<file path="src/rtl/bit_serializer_pkg.sv">
// Shared types and helpers for the bit serializer.
package bit_serializer_pkg;

  // Serializer FSM states; StParity is only reachable when SERIALIZER_PARITY_EN is defined.
  typedef enum logic [1:0] {
    StIdle   = 2'd0,
    StShift  = 2'd1,
    StParity = 2'd2
  } state_e;

  // Width of a counter that can hold the values 0..data_w.
  function automatic int unsigned bit_cnt_w(input int unsigned data_w);
    return $clog2(data_w + 1);
  endfunction

endpackage

</file>
<file path="src/rtl/ser_shift_reg.sv">
// Parallel-load shift register for the serializer. It holds the word in flight and exposes
// the bit that follows the one currently driven on the serial output.
module ser_shift_reg #(
  parameter int unsigned DATA_W    = 8,
  parameter bit          MSB_FIRST = 1'b1
) (
  input  logic              clk,
  input  logic              rst,
  input  logic              load,
  input  logic              shift,
  input  logic [DATA_W-1:0] load_data,
  output logic              next_bit
);

  logic [DATA_W-1:0] sr_q, sr_d;

  // Load has priority over shift. The register rotates rather than shifts in zeros, so
  // every bit stays observable.
  always_comb begin
    sr_d = sr_q;
    if (load) begin
      sr_d = load_data;
    end else if (shift) begin
      sr_d = MSB_FIRST ? {sr_q[DATA_W-2:0], sr_q[DATA_W-1]} : {sr_q[0], sr_q[DATA_W-1:1]};
    end
  end

  // The head bit is already registered in the top, so look one position past it.
  assign next_bit = MSB_FIRST ? sr_q[DATA_W-2] : sr_q[1];

  // State register for the held word.
  always_ff @(posedge clk or posedge rst) begin
    if (rst) begin
      sr_q <= '0;
    end else begin
      sr_q <= sr_d;
    end
  end

endmodule

</file>
<file path="src/rtl/bit_serializer.sv">
// Parallel-to-serial converter with valid/ready input handshake and registered serial outputs.
// Optional feature: define SERIALIZER_PARITY_EN to append one even-parity bit to each word.
module bit_serializer
  import bit_serializer_pkg::*;
#(
  parameter int unsigned DATA_W    = 8,
  parameter bit          MSB_FIRST = 1'b1,
  parameter bit          IDLE_BIT  = 1'b0
) (
  input  logic              clk,
  input  logic              rst,
  input  logic [DATA_W-1:0] in_data,
  input  logic              in_valid,
  output logic              in_ready,
  output logic              ser_out,
  output logic              ser_valid,
  output logic              word_done
);

  localparam int unsigned      CntW      = bit_cnt_w(DATA_W);
  localparam logic [CntW-1:0]  LastIdx   = CntW'(DATA_W - 1);
`ifndef SERIALIZER_PARITY_EN
  localparam logic [CntW-1:0]  PenultIdx = CntW'(DATA_W - 2);
`endif

  state_e          state_q, state_d;
  logic [CntW-1:0] cnt_q, cnt_d;
  logic            ser_out_q, ser_out_d;
  logic            ser_valid_q, ser_valid_d;
  logic            word_done_q, word_done_d;
`ifdef SERIALIZER_PARITY_EN
  logic            par_q, par_d;
`endif

  logic accept;
  logic last_data;
  logic first_bit;
  logic sr_load;
  logic sr_shift;
  logic sr_next_bit;

  // cnt_q is the index of the data bit currently on ser_out.
  assign last_data = (state_q == StShift) && (cnt_q == LastIdx);
`ifdef SERIALIZER_PARITY_EN
  assign in_ready  = (state_q == StIdle) || (state_q == StParity);
`else
  assign in_ready  = (state_q == StIdle) || last_data;
`endif
  assign accept    = in_valid && in_ready;
  assign first_bit = MSB_FIRST ? in_data[DATA_W-1] : in_data[0];

  ser_shift_reg #(
    .DATA_W    (DATA_W),
    .MSB_FIRST (MSB_FIRST)
  ) u_shift_reg (
    .clk       (clk),
    .rst       (rst),
    .load      (sr_load),
    .shift     (sr_shift),
    .load_data (in_data),
    .next_bit  (sr_next_bit)
  );

  // Next-state logic: advance through the data bits, then optionally parity; an accept in
  // the final cycle of a word starts the next word with no idle gap.
  always_comb begin
    state_d     = state_q;
    cnt_d       = cnt_q;
    ser_out_d   = IDLE_BIT;
    ser_valid_d = 1'b0;
    word_done_d = 1'b0;
    sr_load     = 1'b0;
    sr_shift    = 1'b0;
`ifdef SERIALIZER_PARITY_EN
    par_d       = par_q;
`endif

    case (state_q)
      StIdle: begin
        cnt_d = '0;
      end
      StShift: begin
        if (!last_data) begin
          sr_shift    = 1'b1;
          cnt_d       = cnt_q + CntW'(1);
          ser_out_d   = sr_next_bit;
          ser_valid_d = 1'b1;
`ifndef SERIALIZER_PARITY_EN
          word_done_d = (cnt_q == PenultIdx);
`endif
        end else begin
          cnt_d = '0;
`ifdef SERIALIZER_PARITY_EN
          state_d     = StParity;
          ser_out_d   = par_q;
          ser_valid_d = 1'b1;
          word_done_d = 1'b1;
`else
          state_d     = StIdle;
`endif
        end
      end
`ifdef SERIALIZER_PARITY_EN
      StParity: begin
        cnt_d   = '0;
        state_d = StIdle;
      end
`endif
      default: begin
        state_d = StIdle;
        cnt_d   = '0;
      end
    endcase

    // accept is only possible in the cycles handled above as word-final or idle.
    if (accept) begin
      state_d     = StShift;
      cnt_d       = '0;
      ser_out_d   = first_bit;
      ser_valid_d = 1'b1;
      word_done_d = 1'b0;
      sr_load     = 1'b1;
`ifdef SERIALIZER_PARITY_EN
      par_d       = ^in_data;
`endif
    end
  end

  // State and output registers; reset discards any word in flight.
  always_ff @(posedge clk or posedge rst) begin
    if (rst) begin
      state_q     <= StIdle;
      cnt_q       <= '0;
      ser_out_q   <= IDLE_BIT;
      ser_valid_q <= 1'b0;
      word_done_q <= 1'b0;
`ifdef SERIALIZER_PARITY_EN
      par_q       <= 1'b0;
`endif
    end else begin
      state_q     <= state_d;
      cnt_q       <= cnt_d;
      ser_out_q   <= ser_out_d;
      ser_valid_q <= ser_valid_d;
      word_done_q <= word_done_d;
`ifdef SERIALIZER_PARITY_EN
      par_q       <= par_d;
`endif
    end
  end

  assign ser_out   = ser_out_q;
  assign ser_valid = ser_valid_q;
  assign word_done = word_done_q;

endmodule

</file>
<file path="config.mk">
export PLATFORM = sky130hd
export DESIGN_NAME = bit_serializer
export DESIGN_NICKNAME = d
export VERILOG_FILES = /design/src/rtl/bit_serializer_pkg.sv /design/src/rtl/ser_shift_reg.sv /design/src/rtl/bit_serializer.sv
export SDC_FILE = /design/constraint.sdc
export NUM_CORES = 1
export LEC_CHECK = 0
export BUFFER_PORTS_ARGS = -buffer_cell sky130_fd_sc_hd__buf_2
export CORE_MARGIN = 1.5
export CORE_UTILIZATION = 30
export DETAILED_ROUTE_END_ITERATION = 7
export GPL_TIMING_DRIVEN = 1
export MAX_ROUTING_LAYER = met4
export SYNTH_ARGS = -nofsm -noshare
export SYNTH_HDL_FRONTEND = slang
export SYNTH_SLANG_ARGS = --single-unit
</file>
<file path="constraint.sdc">
create_clock -name clk -period 2 [get_ports clk]
set_clock_uncertainty 0.1 [all_clocks]
set_input_delay 0 -clock clk [delete_from_list [all_inputs] [get_ports clk]]
set_output_delay 0 -clock clk [all_outputs]
set_load 0.01 [all_outputs]
</file>
# [After elaboration in Yosys (flattened, before gate mapping)]
# Cells that the tools add are included.
[totals] regBits=17 in_bits=11 wordCells=36
[op_classes] n_eq_ne=5 n_addsub=1 reduce_logical=6 muxes=18
[ops] cell="8-bit 2-to-1 mux" n=2
[ops] cell="4-bit 2-to-1 mux" n=3
[ops] cell="1-bit 2-to-1 mux" n=10
[ops] cell="4-bit by 3-bit == test with 1-bit output, second input constant" n=2
[ops] cell="4-bit by 1-bit adder with 4-bit output, second input constant" n=1
[ops] cell="2-bit 2-to-1 mux" n=2
[ops] cell="2-bit case mux with 2 select lines" n=1
[ops] cell="3-bit != test, second input constant" n=1
[ops] cell="2-bit by 1-bit == test with 1-bit output, second input constant" n=1
[ops] cell="1-bit logical AND" n=2
[ops] cell="2-bit logical NOT" n=1
[ops] cell="2-bit != test, second input constant" n=1
[ops] cell="2-bit AND reduction" n=1
[ops] cell="2-bit nonzero test" n=1
[ops] cell="1-bit logical OR" n=1

# [Longest topological paths before layout]
[depth] word_depth=6 mapped_depth=5 ltp_nobuf=5

# [Hierarchy]
# A second synthesis with hierarchy kept.
[unflattened] hier_cells=66 area_unflattened_um2=739.5
[by_module_without_submodules] mod="ser_shift_reg" area_each_um2=376.6 cells_each=35 instances=1
[by_module_without_submodules] mod="bit_serializer" area_each_um2=362.8 cells_each=31 instances=1

# [Worst setup path before layout]
# OpenSTA, ideal clock, no wires.
[synth_path] path_kind="register to register" from="register cnt_q[0]" to="register word_done_q, in the netlist word_done" path_stages_with_launch=6 setup_slack_ns=0.583 period_less_slack_ns=1.417 setup_ns=0.121 arrival_ns=1.196 required_time_ns=1.779 path_cell_list="dfrtp_1 -> ha_1 -> nand3b_4 -> and2_4 -> buf_6 -> and4b_1"
[synth_between] elab_chain_len=5 elab_cells_between_ends=8 classes_between="2 x eq/ne; 3 x mux; 3 x reduce/logical"
[synth_rtl] item="from (decl)" line="bit_serializer.sv:27" text="logic [CntW-1:0] cnt_q, cnt_d;"
[synth_rtl] item="from (signal assigned)" line="bit_serializer.sv:142" text="cnt_q <= cnt_d;"
[synth_rtl] item="4-bit by 3-bit == test with 1-bit output" line="bit_serializer.sv:43" text="assign last_data = (state_q == StShift) && (cnt_q == LastIdx);"
[synth_rtl] item="1-bit logical AND" line="bit_serializer.sv:43"
[synth_rtl] item="1-bit 2-to-1 mux or 1-bit logical OR (tied branches)" line="bit_serializer.sv:83, bit_serializer.sv:47"
[synth_rtl] item="1-bit 2-to-1 mux or 1-bit logical AND (tied branches)" line="bit_serializer.sv:78, bit_serializer.sv:49"
[synth_rtl] item="1-bit 2-to-1 mux *" line="bit_serializer.sv:116" text="if (accept) begin"
[synth_rtl] item="named net word_done_d" line="bit_serializer.sv:30" text="logic word_done_q, word_done_d;"
[synth_rtl] item="to (signal assigned)" line="bit_serializer.sv:145" text="word_done_q <= word_done_d;"
[synth_rtl] item="to (decl)" line="bit_serializer.sv:30"
# Mark *: on every way through the listed nets, which the timed path passes. The rest lies on a longest branch.
# A chain may end at the register's enable or synchronous reset.

# [Worst setup path in the final report]
[layout_path] from="register cnt_q[0]" to="output in_ready"
[layout_between] elab_chain_len=3
[layout_rtl] item="4-bit by 3-bit == test with 1-bit output" line="bit_serializer.sv:43"
[layout_rtl] item="1-bit logical AND" line="bit_serializer.sv:43"
[layout_rtl] item="1-bit logical OR" line="bit_serializer.sv:47" text="assign in_ready = (state_q == StIdle) || last_data;"
[layout_rtl] item="to (decl)" line="bit_serializer.sv:14" text="output logic in_ready,"
# Every way passes these cells.

==> qor.yml <==
fin_cells: 117
insertion_delay_ns: 0.29
viasPerCell: 4.64
die_y_microns: 52.1
critPathRequiredTime_ns: 1.90
tightest_slew_ns: 0.581
period_minus_slack_ns: 1.66
layout.area.seq_sq_um: 400
hpwlAfterDp_microns: 860
num_rows: 17
synth_area_leaders: "dfrtp_1 (55%), mux2i_1 (11%), nand3_1 (6.2%)"
gr-usage-all-layers_pct: 12.0
slew_violations: 0
drt-total-wl_mm: 1.28
core_area_sq_um: 2250
cp_max_fo: 11
cts_setup_buffers: 0
setup-violations-final: 0
drv_cap: 0
tritoncts: "done"
crit_chain: "ha_1 -> nand3b_4 -> and2_4 -> inv_2 -> buf_2"
internal-power_w: 0.000790
die_area_sq_um: 2720
num_vias: 543
clkSinkCount: 16
grt_pass1_wl_mm: 2.25
pwr-share-comb_pct: 35.4
totalPowerFinal_w: 0.00121
seqPwrFrac_pct: 47.2
grt_max_degree: 17
hold_viol: 0
fmax_ghz: 0.604
cts_max_level: 1
rsz0062_at_grt: "no"
synth_area_sq_um: 724
ys_types: 19
start_util_pct: 32.1
final.fill_count: 228
yosysSeqAreaShare_pct: 55.3
outcome: "finished, final reports clean"
synth_warnings: 0
port_buffers: 14
drive_gt1_share_pct: 23.6
gp_congestion: 0.797
cp-end-kind: "primary output"
antenna_found_initial: 0
yosysTopAreaCellShare_pct: 55.3
vdd_drop_max_mv: 0.775
cts_made_buffers: 3
crit_type: "flip-flop to primary output"
p_switching_w: 0.000419
num_io_pins: 15
overflow: 0
syn2layout_area_growth_pct: 32.0
multi_input_area_sq_um: 293
clock-root-buffer: "clkbuf_4"
nets: 103
arrival_ns: 1.56
critPathTopFamily: "flip-flops"
grt_pass1_vias: 503
synth.avg_cell_area_sq_um: 11.5
place_inst: 102
synth_nets: 76
slew_headroom_pct: 61.2
clk_pin_slew_ns: 0.09
wl_per_cell_microns: 10.9
synth_seq_cells: 16
antenna_cells: 0
drt_iter0_drc: 11
antenna_left: 0
p_sw_share_pct: 34.7
p_per_area_nw_per_um2: 1270
die_x_microns: 52.1
netlist_instances: 63
crit_slowest_cell: "dfrtp_1"
post-route-drc-count: 0
crit_buf_inv: 2
cts.path.max_buffers: 2
dr.pass1.iters: 4
tns_ns: 0
start_kind: "flip-flop"
slowest_delay_ns: 0.42
fin_crit_sh_pct: 82.8
worst_hold_path_type: "primary input to asynchronous set/reset pin"
power_leakage_nw: 0.483
pwr-share-clk_pct: 17.4
yosysTopAreaCell: "dfrtp_1"
[cells in the mapped netlist, drive strengths merged]
cell,n
and4b,1
o21ai,9
and2,2
nand3b,1
nand2,1
nand2b,3
mux2i,8
clkbuf,1
buf,2
ha,2
dfrtp,16
nor2,2
xor2,2
nand3,9
inv,3
a21oi,1
[worst register-to-register path, stage by stage (launching register included)]
cell and delay (ns):
dfrtp_1 0.40, ha_1 0.24, nand3b_4 0.14, and2_4 0.24
and4b_1 0.21
[power by group through the flow]
stage          Combinational [W]  Clock (W)  Sequential, W
6_report                0.000428   0.000210       0.000572
5_1_grt                 0.000497   0.000236       0.000593
4_1_cts                 0.000435   0.000217       0.000572
3_5_place_dp            0.000415          0       0.000577
3_3_place_gp            0.000413          0       0.000578
2_1_floorplan           0.000342          0       0.000555
[flip-flops by register name, summed over array words and instances (netlist names)]
| signal | cells |
|---|---|
| word_done | 1 |
| u_shift_reg.sr_q | 8 |
| state_q | 1 |
| ser_out | 1 |
| ser_valid | 1 |
| cnt_q | 4 |
[metrics by stage]
stage / hold WS (ns) / worst slack [ns] / cell area (sq um) / utilization (%)
detailed placement: -0.00442 / 0.571 / 810 / 35.9
finish: 0.202 / 0.344 / 956 / 42.4
floorplan: -0.186 / 0.583 / 724 / -
CTS: 0.235 / 0.335 / 956 / 42.4
global placement: -0.00752 / 0.618 / 810 / 35.9
global route: 0.275 / 0.245 / 956 / 42.4
[cell type report]
cell class	count	share of cell area [%]
multi-input cells	41	30.6
flip-flops and latches	16	41.9
well taps	28	3.66
clock buffers	4	3.80
repair buffers	25	18.8
inverters	3	1.18
[layout by cell type (no fill, tap or decap), drive strengths merged]
master	instances
dfrtp	16
buf	14
dlygate4sd3	11
nand3	9
o21ai	9
mux2i	8
clkbuf	4
nand2b	3
inv	3
xor2	2
nor2	2
ha	2
and2	2
nand3b	1
a21oi	1
and4b	1
nand2	1
[what timing repair did]
action | in CTS | in global routing
hold endpoints to repair | 26 | 0
resized for setup | 0 | 0
hold buffers | 11 | 0
[kinds of logic (layout without fill, tap and decap cells)]
kind of cell             Yosys count  after routing  synth area share, %
AO/OA/AOI/OAI                     10             10                 6.91
XOR/XNOR                           2              2                 2.42
adder cells (fa/ha/maj)            2              2                 3.45
buffers and inverters              6             32                 4.32
flip-flops                        16             16                 55.3
multiplexers                       8              8                 11.1
AND/OR/NAND/NOR                   19             19                 16.6
[path summary, 6_finish.rpt]
check	start	to	slack (ns)	depth (start not counted)
max	cnt_q[0]	in_ready	0.34	5
min	rst	ser_out	0.20	3
max reg2reg	cnt_q[0]	word_done	0.56	4
min reg2reg	cnt_q[0]	cnt_q[0]	0.40	1
max in group asynchronous	rst	u_shift_reg.sr_q[2]	1.21	3
min in group clk	cnt_q[0]	cnt_q[0]	0.40	1
[metal layers]
layer,global-route usage (%),share of wire (%),up-vias
met5,-,0,-
met4,3.85,1.6,0
met3,5.17,5.9,4
met2,16.2,44,13
met1,16.2,49,258
li1,-,-,268
(Power assumes the default switching activity.)
